<file path="config.mk">
export PLATFORM = sky130hd
export DESIGN_NAME = csa_sub_seq
export DESIGN_NICKNAME = d
export VERILOG_FILES = /design/src/rtl/csa_sub_seq.sv
export SDC_FILE = /design/constraint.sdc
export NUM_CORES = 1
export LEC_CHECK = 0
export ABC_AREA = 1
export CAP_MARGIN = 40
export CORE_MARGIN = 4
export CORE_UTILIZATION = 45
export CTS_CLUSTER_DIAMETER = 40
export DETAILED_ROUTE_END_ITERATION = 10
export PLACE_DENSITY = 0.78
export SLEW_MARGIN = 25
export SYNTH_ARGS = -nofsm -noshare
export SYNTH_HDL_FRONTEND = slang
export SYNTH_SLANG_ARGS = --single-unit
export TNS_END_PERCENT = 5
</file>
<file path="constraint.sdc">
create_clock -name i_clk -period 3.1 [get_ports i_clk]
set_input_delay 0.465 -clock i_clk [delete_from_list [all_inputs] [get_ports i_clk]]
set_output_delay 0.465 -clock i_clk [all_outputs]
set_load 0.005 [all_outputs]
</file>
<file path="src/rtl/csa_sub_seq.sv">
// Sequential carry-select subtractor: diff = a + ~b + 1, one BLOCK_W slice per cycle.
// Each slice evaluates carry-in 0 and carry-in 1 in parallel. The registered carry
// picks one of the two results, and the picked carry-out becomes the next carry.
module csa_sub_seq #(
  parameter int WIDTH   = 6,
  parameter int BLOCK_W = 2
) (
  input  logic             i_clk,
  input  logic             i_rst_n,
  input  logic             i_in_valid,
  output logic             o_in_ready,
  input  logic [WIDTH-1:0] i_sub_term1,
  input  logic [WIDTH-1:0] i_sub_term2,
  output logic             o_out_valid,
  input  logic             i_out_ready,
  output logic [WIDTH-1:0] o_diff,
  output logic             o_borrow
);

  localparam int NBLK = WIDTH / BLOCK_W;
  localparam int IDXW = (NBLK > 1) ? $clog2(NBLK) : 1;
  localparam logic [IDXW-1:0] LAST_IDX = IDXW'(NBLK - 1);

  generate
    if ((BLOCK_W < 1) || (WIDTH % BLOCK_W != 0)) begin : g_bad_cfg
      $error("csa_sub_seq: WIDTH must be a positive multiple of BLOCK_W");
    end
  endgenerate

  typedef enum logic [1:0] {IDLE, RUN, DONE} state_t;

  state_t           r_state;
  logic [WIDTH-1:0] r_a;
  logic [WIDTH-1:0] r_b;
  logic [WIDTH-1:0] r_diff;
  logic [IDXW-1:0]  r_idx;
  logic             r_carry;
  logic             r_borrow;
  logic             r_in_ready;
  logic             r_out_valid;

  logic [31:0]        w_base;
  logic [BLOCK_W-1:0] w_a_blk;
  logic [BLOCK_W-1:0] w_nb_blk;
  logic [BLOCK_W:0]   w_s0;
  logic [BLOCK_W:0]   w_s1;
  logic [BLOCK_W:0]   w_sel;

  // Current slice: both carry hypotheses computed side by side, selected by r_carry
  always_comb begin
    w_base   = 32'(r_idx) * 32'(BLOCK_W);
    w_a_blk  = r_a[w_base +: BLOCK_W];
    w_nb_blk = ~r_b[w_base +: BLOCK_W];
    w_s0     = {1'b0, w_a_blk} + {1'b0, w_nb_blk};
    w_s1     = {1'b0, w_a_blk} + {1'b0, w_nb_blk} + (BLOCK_W+1)'(1);
    w_sel    = r_carry ? w_s1 : w_s0;
  end

  // Control FSM and datapath registers; the handshake outputs are registered with the state
  always_ff @(posedge i_clk) begin
    if (!i_rst_n) begin
      r_state     <= IDLE;
      r_a         <= '0;
      r_b         <= '0;
      r_diff      <= '0;
      r_idx       <= '0;
      r_carry     <= 1'b1;
      r_borrow    <= 1'b0;
      r_in_ready  <= 1'b1;
      r_out_valid <= 1'b0;
    end else begin
      case (r_state)
        IDLE: begin
          if (i_in_valid && r_in_ready) begin
            r_a        <= i_sub_term1;
            r_b        <= i_sub_term2;
            r_carry    <= 1'b1;
            r_idx      <= '0;
            r_in_ready <= 1'b0;
            r_state    <= RUN;
          end
        end
        RUN: begin
          r_diff[w_base +: BLOCK_W] <= w_sel[BLOCK_W-1:0];
          r_carry                   <= w_sel[BLOCK_W];
          if (r_idx == LAST_IDX) begin
            r_borrow    <= ~w_sel[BLOCK_W];
            r_out_valid <= 1'b1;
            r_state     <= DONE;
          end else begin
            r_idx <= r_idx + 1'b1;
          end
        end
        DONE: begin
          if (i_out_ready) begin
            r_out_valid <= 1'b0;
            r_in_ready  <= 1'b1;
            r_state     <= IDLE;
          end
        end
        default: begin
          r_out_valid <= 1'b0;
          r_in_ready  <= 1'b1;
          r_state     <= IDLE;
        end
      endcase
    end
  end

  assign o_in_ready  = r_in_ready;
  assign o_out_valid = r_out_valid;
  assign o_diff      = r_diff;
  assign o_borrow    = r_borrow;

endmodule

</file>
=== After elaboration in Yosys (flattened, before gate mapping) ===
Index checks and enable logic that the tools add are counted.

* Logic and storage cells: 55
* Register bits after elaboration: 26
* Output and inout bits: 9
* Bits of input ports: 16

* Equality and inequality tests: 7
* Multiplexer cells: 17
* Add/sub/neg operators: 4
* Bitwise operators: 4
* Shift operators: 4
* Reduce and logical (&&, ||, !) cells: 10

{| class="wikitable"
|+ Operator list
! kind !! count
|-
| 3-bit negator with 34-bit output || 1
|-
| 2-bit by 34-bit variable shift with 6-bit output (first input constant) || 1
|-
| 2-bit by 34-bit indexed part select with 6-bit output || 1
|-
| 3-bit AND reduction || 4
|-
| 6-bit by 4-bit indexed part select with 2-bit output || 2
|-
| 2-bit two-way mux || 5
|-
| 2-bit != test (second input constant) || 4
|-
| 6-bit bitwise mux || 1
|-
| 1-bit case mux with 3 select lines || 2
|-
| 2-bit case mux with 3 select lines || 1
|-
| 2-bit AND reduction || 3
|-
| 1-bit two-way mux || 5
|-
| 2-bit equality test (second input constant) || 2
|-
| 2-bit case mux with 2 select lines || 1
|-
| 2-bit by 2-bit adder with 3-bit output || 1
|-
| 3-bit by 1-bit adder with 3-bit output (second input constant) || 1
|-
| 3-bit two-way mux || 1
|-
| 1-bit inverter || 3
|-
| 2-bit by 1-bit adder with 2-bit output (second input constant) || 1
|-
| 2-bit by 1-bit equality test with 1-bit output (second input constant) || 1
|-
| 2-bit logical NOT || 1
|-
| 2-bit inverter || 1
|-
| 1-bit case mux with 2 select lines || 1
|-
| 2-bit nonzero test || 1
|-
| 1-bit logical AND || 1
|}

=== Longest topological paths before layout ===
Gate-level depths: netlist (run 1).

* Depth after elaboration: 7
* Mapped depth: 15
* Mapped depth without buffers: 15

=== Worst setup path after synthesis (run 1) ===
Ideal clock, no wire load.

* Kind: register to register
* Start: reg r_idx[1]
* End: reg r_diff[3] (netlist: o_diff[3])
* Buffers on the path: 0
* Clock period less this slack: 2.236 ns
* Cell stages (with the launch flop): 16
* Data required time: 3.030 ns
* Path slack: 0.864 ns
* Library setup time: 0.070 ns
* Arrival time: 2.166 ns
* Path through: dfxtp_1 inv_1 nor2_1 nand2_1 o21ai_0 ha_1 inv_1 fa_1 inv_1 ha_1 inv_1 nand2_1 nand2_1 nor2_1 nand2_1 a21oi_1

* Longest elaborated chain between the ends: 7
* Elaborated cells between the ends (all ways): 10
* Those cells by class: add/sub: 3; shift: 4; mux: 2; bitwise: 1

{| class="wikitable"
|+ Ends and longest elaborated chain
! item !! line !! source
|-
| start: declaration || 36 || <nowiki>logic [IDXW-1:0] r_idx;</nowiki>
|-
| start signal: assignment || 91 || <nowiki>r_idx <= r_idx + 1'b1;</nowiki>
|-
| 6-bit by 4-bit indexed part select with 2-bit output || 53 || <nowiki>w_nb_blk = ~r_b[w_base +: BLOCK_W];</nowiki>
|-
| 2-bit inverter || 53 ||
|-
| 2-bit by 2-bit adder with 3-bit output || 54, 55 ||
|-
| 3-bit by 1-bit adder with 3-bit output || 55 || <nowiki>w_s1 = {1'b0, w_a_blk} + {1'b0, w_nb_blk} + (BLOCK_W+1)'(1);</nowiki>
|-
| 3-bit two-way mux || 56 || <nowiki>w_sel = r_carry ? w_s1 : w_s0;</nowiki>
|-
| 2-bit by 34-bit indexed part select with 6-bit output || 84 || <nowiki>r_diff[w_base +: BLOCK_W] <= w_sel[BLOCK_W-1:0];</nowiki>
|-
| 6-bit bitwise mux * || 84 ||
|-
| end signal: indexed assignment || 84 ||
|-
| end: declaration || 35 || <nowiki>logic [WIDTH-1:0] r_diff;</nowiki>
|}

Mark *: on every way between the ends. The rest lies on a longest branch, timed or not.
A chain may end at the register's enable or synchronous reset.

=== Final worst setup path (run 1) ===
* Start: reg r_idx[1]
* End: reg r_diff[5] (netlist: o_diff[5])

The elaborated chain is that of the path after synthesis.

==> key figures, run 1 <==
Outcome
  – Outcome: complete, no violations

Layout
  – Layout cell share with drive strength beyond 1: 0.04327
  – Fin cells: 239
  – Area delta synth->final: 23.40%
  – # nets final: 233
  – Ant. Diodes: 0

Critical path
  – Critical path required time: 3370 ps
  – CP Launch Type: register
  – Crit Path Class: register to register
  – CP max-delay cell: fa_1
  – CP Capture Type: register
  – CP max stage delay: 490 ps
  – Critical Path AT: 2860 ps
  – Reg-to-reg setup timing slack: 500 ps
  – Critical path peak fanout: 6
  – R2R Path Start: r_idx[1]
  – FF-to-FF End: o_diff[5]
  – Reg2reg path depth: 15
  – CP Cell Sequence: inv_1 -> nor2_1 -> nand2_1 -> o21ai_0 -> ha_1 -> inv_1 -> fa_1 -> inv_1 -> ha_1 -> inv_1 -> nand2_1 -> nand2_1 -> nor2_1 -> nand2_1 -> a21oi_1
  – Worst setup endpoint: o_diff[5]
  – CP Launch Point: r_idx[1]

Route
  – Final WL: 2521 um
  – Total iterations of the first detailed-routing run: 4
  – Detailed Route Iter0 Violations: 37
  – Vias per Instance: 4.866
  – DRC viols: 0
  – Routed len/inst: 10.55 um
  – Routed Antenna Nets: 0
  – Vias: 1163

Power and ir drop
  – Maximum VDD drop: 0.5289 mV
  – Clock power frac: 0.235
  – Sw Share: 0.3457
  – Internal power: 647.2 uW
  – Overall power: 989.3 uW
  – Switch Pwr: 342.0 uW
  – Seq pwr share: 0.407
  – Leak: 0.0006829 uW
  – Combinational share of power: 0.357
  – Pwr Density: 630.0 nW/um^2

Synth
  – Cell area after synthesis: 1272 sq um
  – Synth Net Count: 208
  – Synth Area in Compound Gates: 0.1180
  – Largest family of logic cells by synthesized area: simple AND/OR/NAND/NOR gates
  – Post-synthesis simple-gate area fraction: 0.3029
  – Synth Area in XOR/XNOR: 0
  – Syn_area_per_cell: 6.916 sq um
  – Seq/Total Area, Yosys: 0.4090
  – Post-Synth Adder-Cell Area: 0.08456
  – Synthesized flop and latch total: 26
  – Distinct cells, synth: 18
  – Post-Synthesis Cells: 184
  – Synth Warn #: 0
  – Mux contribution to synthesized area: 0

Floorplanning
  – Cell Rows: 19
  – Die X: 61.18 um
  – Core area: 2734 sq um
  – Die Ht: 61.18 um
  – Initial Utilization: 0.4654
  – Die area: 3742 sq um
  – Ports: 25

Clocking
  – Clock buffer depth: 2
  – Cts hold-fix bufs: 0
  – Htree depth: 1
  – CTS tree: yes
  – # clock sinks: 26
  – Setup Fix Bufs, Post-CTS: 0
  – Clk_lat worst skew: 320 ps
  – Root buffer cell: clkbuf_4
  – CTS Buf Count: 3
  – Worst-path clk slew: 140 ps
  – CTS resizes: 0

Placement
  – Buffers on Ports: 24
  – Placed insts: 235
  – DP HPWL: 1952 um
  – Routability Congestion: 0.8504

STA
  – Tcrit/Tclk final: 0.8372
  – Final Hold Viols: 0
  – Relative slew slack: 0.6159
  – Finish-stage setup viols: 0
  – Post-Route Setup TNS: 0 ps
  – Worst Clk Skew: 4.540 ps
  – Max Freq: 0.3853 GHz
  – Slew @ Worst Pin: 574.3 ps
  – Unrepaired setup endpoints after global routing: no
  – WHS: 469.1 ps
  – Min Tclk post-route: 2595 ps
  – Final slew viol count: 0

Global route
  – Global-route wire length before repair: 4478 um
  – Initial antenna violation count: 0
  – Largest net degree at the start of global routing: 20
  – Vias in the first global route: 1091
  – Congestion Overflow GR: 0
  – GRT Total Usage: 0.1550

Worst hold path
  – Min-Delay Path Class: register to register

Job
  – Max-Cap Viols: 0
[metrics by stage]
stage	setup WS [ps]	instance area [sq um]	utilization
6_report	504.7	1570	0.5744
5_1_grt	154.6	1570	0.5744
4_1_cts	526.1	1570	0.5744
3_5_place_dp	568.0	1518	0.5551
3_3_place_gp	610.3	1518	0.5551
2_1_floorplan	864.4	1272	-
[power groups by stage]
stage / combinational, uW / sequential [uW] / clock, uW
after floorplan: 273 / 403 / 0
after global placement: 344 / 409 / 0
after detailed placement: 354 / 410 / 0
after CTS: 357 / 402 / 239
after global routing: 415 / 408 / 250
final: 354 / 403 / 233
[Yosys cell counts, drive strengths merged]
cell type	instances	area (sq um)
nand3	7	35.03
nor2	45	176.4
buf	3	30.03
a21oi	11	55.05
nand3b	1	7.510
o21ai	19	95.09
clkbuf	1	3.750
inv	20	75.07
nand2	41	156.4
nor3	2	10.01
dfxtp	26	520.5
fa	1	20.02
ha	7	87.58
[critical path: cells and delay by family (launching register included)]
kind / cells / cell delay (ps)
and+or+nand+nor: 6 / 660
adders and majority gates: 3 / 930
buffers and inverters: 4 / 270
DFF: 1 / 460
AOI/OAI and AO/OA: 2 / 220
[registers in the layout, summed over array words and instances (netlist names)]
signal,cells
o_out_valid,1
r_carry,1
o_borrow,1
o_in_ready,1
r_b,6
r_state,2
o_diff,6
r_a,6
r_idx,2
[metal layers]
layer / track usage / wire, um / vias to the layer above
met5: 0 / 0 / -
met4: 0.02786 / 31 / 0
met3: 0.03774 / 91 / 2
met2: 0.2508 / 1070 / 20
met1: 0.2121 / 1326 / 519
li1: - / - / 622
[worst min path at each step]
stage	start	to	slack (ps)	cells after the start
6_report	o_out_valid	o_out_valid	470	2
5_1_grt	o_diff[0]	o_diff[0]	500	2
4_1_cts	o_out_valid	o_out_valid	470	2
3_5_place_dp	o_out_valid	o_out_valid	450	2
3_3_place_gp	o_out_valid	o_out_valid	440	2
2_1_floorplan	o_out_valid	o_out_valid	440	2
[area by class of cell]
type	instances	area (sq um)
Multi-Input combinational cell	134	643.1
Inverter	20	75.07
Clock inverter	1	30.03
Sequential cell	26	520.5
Fill cell	270	1164
Tap cell	31	38.79
Clock buffer	3	22.52
Timing Repair Buffer	24	240.2
[cell families after synthesis]
logic type,Yosys count
compound gates,30
fa+ha+maj,8
buf+inv,24
flops,26
simple gates,96
[layout by cell type, fill, tap and decap left out]
| cell | instances |
|---|---|
| nand3b_1 | 1 |
| fa_1 | 1 |
| inv_2 | 3 |
| ha_1 | 7 |
| nand2_2 | 1 |
| nor3_1 | 2 |
| dfxtp_1 | 26 |
| clkdlybuf4s50_1 | 24 |
| clkbuf_4 | 3 |
| nand3_1 | 7 |
| nor2_4 | 1 |
| inv_1 | 17 |
| o21ai_0 | 17 |
| bufinv_16 | 1 |
| nor2_1 | 44 |
| nand2_1 | 40 |
| o21ai_1 | 2 |
| a21oi_1 | 11 |
Power figures use the tool's default switching activity.
==> run 2, diff against run 1 <==
clock period = 2.4 ns   (was 3.1 ns; I/O delays follow)
==> key figures, run 2 (same netlist as run 1, synthesis figures left out) <==
Floorplanning
  – Die Ht: 61.18 um
  – Initial Utilization: 0.4654
  – Core area: 2734 sq um
  – Die X: 61.18 um
  – Ports: 25
  – Cell Rows: 19
  – Die area: 3742 sq um

Critical path
  – CP Capture Type: register
  – R2R Path Start: r_idx[0]
  – Critical path peak fanout: 8
  – Critical path required time: 2660 ps
  – Reg2reg path depth: 15
  – Crit Path Class: register to register
  – Critical Path AT: 2540 ps
  – CP Launch Type: register
  – CP Launch Point: r_idx[0]

Route
  – Total iterations of the first detailed-routing run: 4
  – Vias: 1203
  – Vias per Instance: 4.951
  – Detailed Route Iter0 Violations: 39
  – Routed len/inst: 10.77 um
  – Final WL: 2617 um
  – DRC viols: 0
  – Routed Antenna Nets: 0

Layout
  – Layout cell share with drive strength beyond 1: 0.08019
  – # nets final: 237
  – Most frequent cells in the layout: nor2_1, nand2_1, dfxtp_1
  – Area delta synth->final: 25.86%
  – Commonest non-fill, non-tap cell in the layout: nor2_1
  – Ant. Diodes: 0

Clocking
  – Htree depth: 1
  – # clock sinks: 26
  – Cts hold-fix bufs: 0
  – Worst-path clk slew: 140 ps
  – CTS Buf Count: 3
  – Root buffer cell: clkbuf_4
  – CTS tree: yes
  – Clock buffer depth: 2
  – Clk_lat worst skew: 320 ps
  – Setup Fix Bufs, Post-CTS: 0

Power and ir drop
  – Leak: 0.0006958 uW
  – Pwr Density: 771.1 nW/um^2
  – Maximum VDD drop: 0.7167 mV
  – Overall power: 1235 uW

STA
  – Min Tclk post-route: 2272 ps
  – Finish-stage setup viols: 0
  – Slew @ Worst Pin: 338.9 ps
  – Worst Clk Skew: 0.8553 ps
  – Final slew viol count: 0
  – Tcrit/Tclk final: 0.9468
  – Unrepaired setup endpoints after global routing: yes
  – Relative slew slack: 0.7734
  – Max Freq: 0.4401 GHz
  – Final WS setup: 127.6 ps
  – Final Hold Viols: 0

Job
  – Max-Cap Viols: 0

Placement
  – DP HPWL: 2012 um
  – Setup WS pre-CTS: 23.18 ps
  – Routability Congestion: 0.8586
  – Buffers on Ports: 24

Global route
  – GRT Total Usage: 0.1568
  – Initial antenna violation count: 0
  – Vias in the first global route: 1137
  – Congestion Overflow GR: 0
  – Largest net degree at the start of global routing: 17
  – Global-route wire length before repair: 4554 um

Outcome
  – Outcome: complete, no violations

Worst hold path
  – Min-Delay Path Class: register to register
  – Hold path start: o_out_valid
  – Hold Path Stages: 2
## run 2: cell count changes in the layout (fill, tap and decap cells not counted), moves of 2 or more
cell	previous run	this run
o21ai_0	17	15
buf_4	0	4
nor2_1	44	42
o21ai_1	2	4
## run 2: area by class of cell
class                           count  area, sq um
Inverter                           20        75.07
Fill cell                         264         1132
Tap cell                           31        38.79
Clock buffer                        4        36.28
Timing Repair Buffer               28        270.3
Sequential cell                    26        524.3
Multi-Input combinational cell    134        656.9
## run 2: through the flow
stage / TNS, ps / util / hold WS [ps] / std cells / cell area (sq um)
finish: 0 / 0.5858 / 453.4 / 243 / 1602
global route: -243.6 / 0.5858 / 489.0 / 243 / 1602
CTS: 0 / 0.5799 / 462.8 / 243 / 1585
detailed placement: 0 / 0.5661 / 435.5 / 239 / 1548
global placement: 0 / 0.5661 / 436.3 / 239 / 1548
floorplan: 0 / - / 437.3 / 184 / 1272
## run 2: final timing paths
check	to	slack, ps
max reg2reg	o_diff[3]	130
max	o_diff[3]	130
min	o_out_valid	450
min reg2reg	o_out_valid	450
## run 2: power breakdown
part           leakage, uW  internal, uW  switching, uW
sequential        0.000214           481           38.1
combinational     0.000461           204            287
clock            0.0000210          92.8            132
## run 2: metal layers
metal / up-vias / track usage / share of wire / routed length, um
met3: 2 / 0.03354 / 0.041 / 108
met4: 0 / 0.03096 / 0.012 / 31
met2: 24 / 0.2704 / 0.46 / 1198
li1: 630 / - / - / -
met1: 547 / 0.2023 / 0.49 / 1279
met5: - / 0 / 0 / 0
## run 2: worst max-delay path, cell delays in order, from the launching register on
cell	delay (ps)
dfxtp_4	430
inv_2	80
nor2_1	90
nor3_1	60
a21oi_1	120
ha_1	160
inv_1	50
fa_1	490
inv_1	50
ha_1	270
inv_1	30
nand2_1	50
nand2_1	70
nor2_2	100
nand2_1	60
a21oi_1	120
## run 2: repair_timing
item	4_1_cts	5_1_grt
gates resized for setup	1	7
endpoints found under the hold margin	0	0
cloned	0	0
setup endpoints to repair	1	5
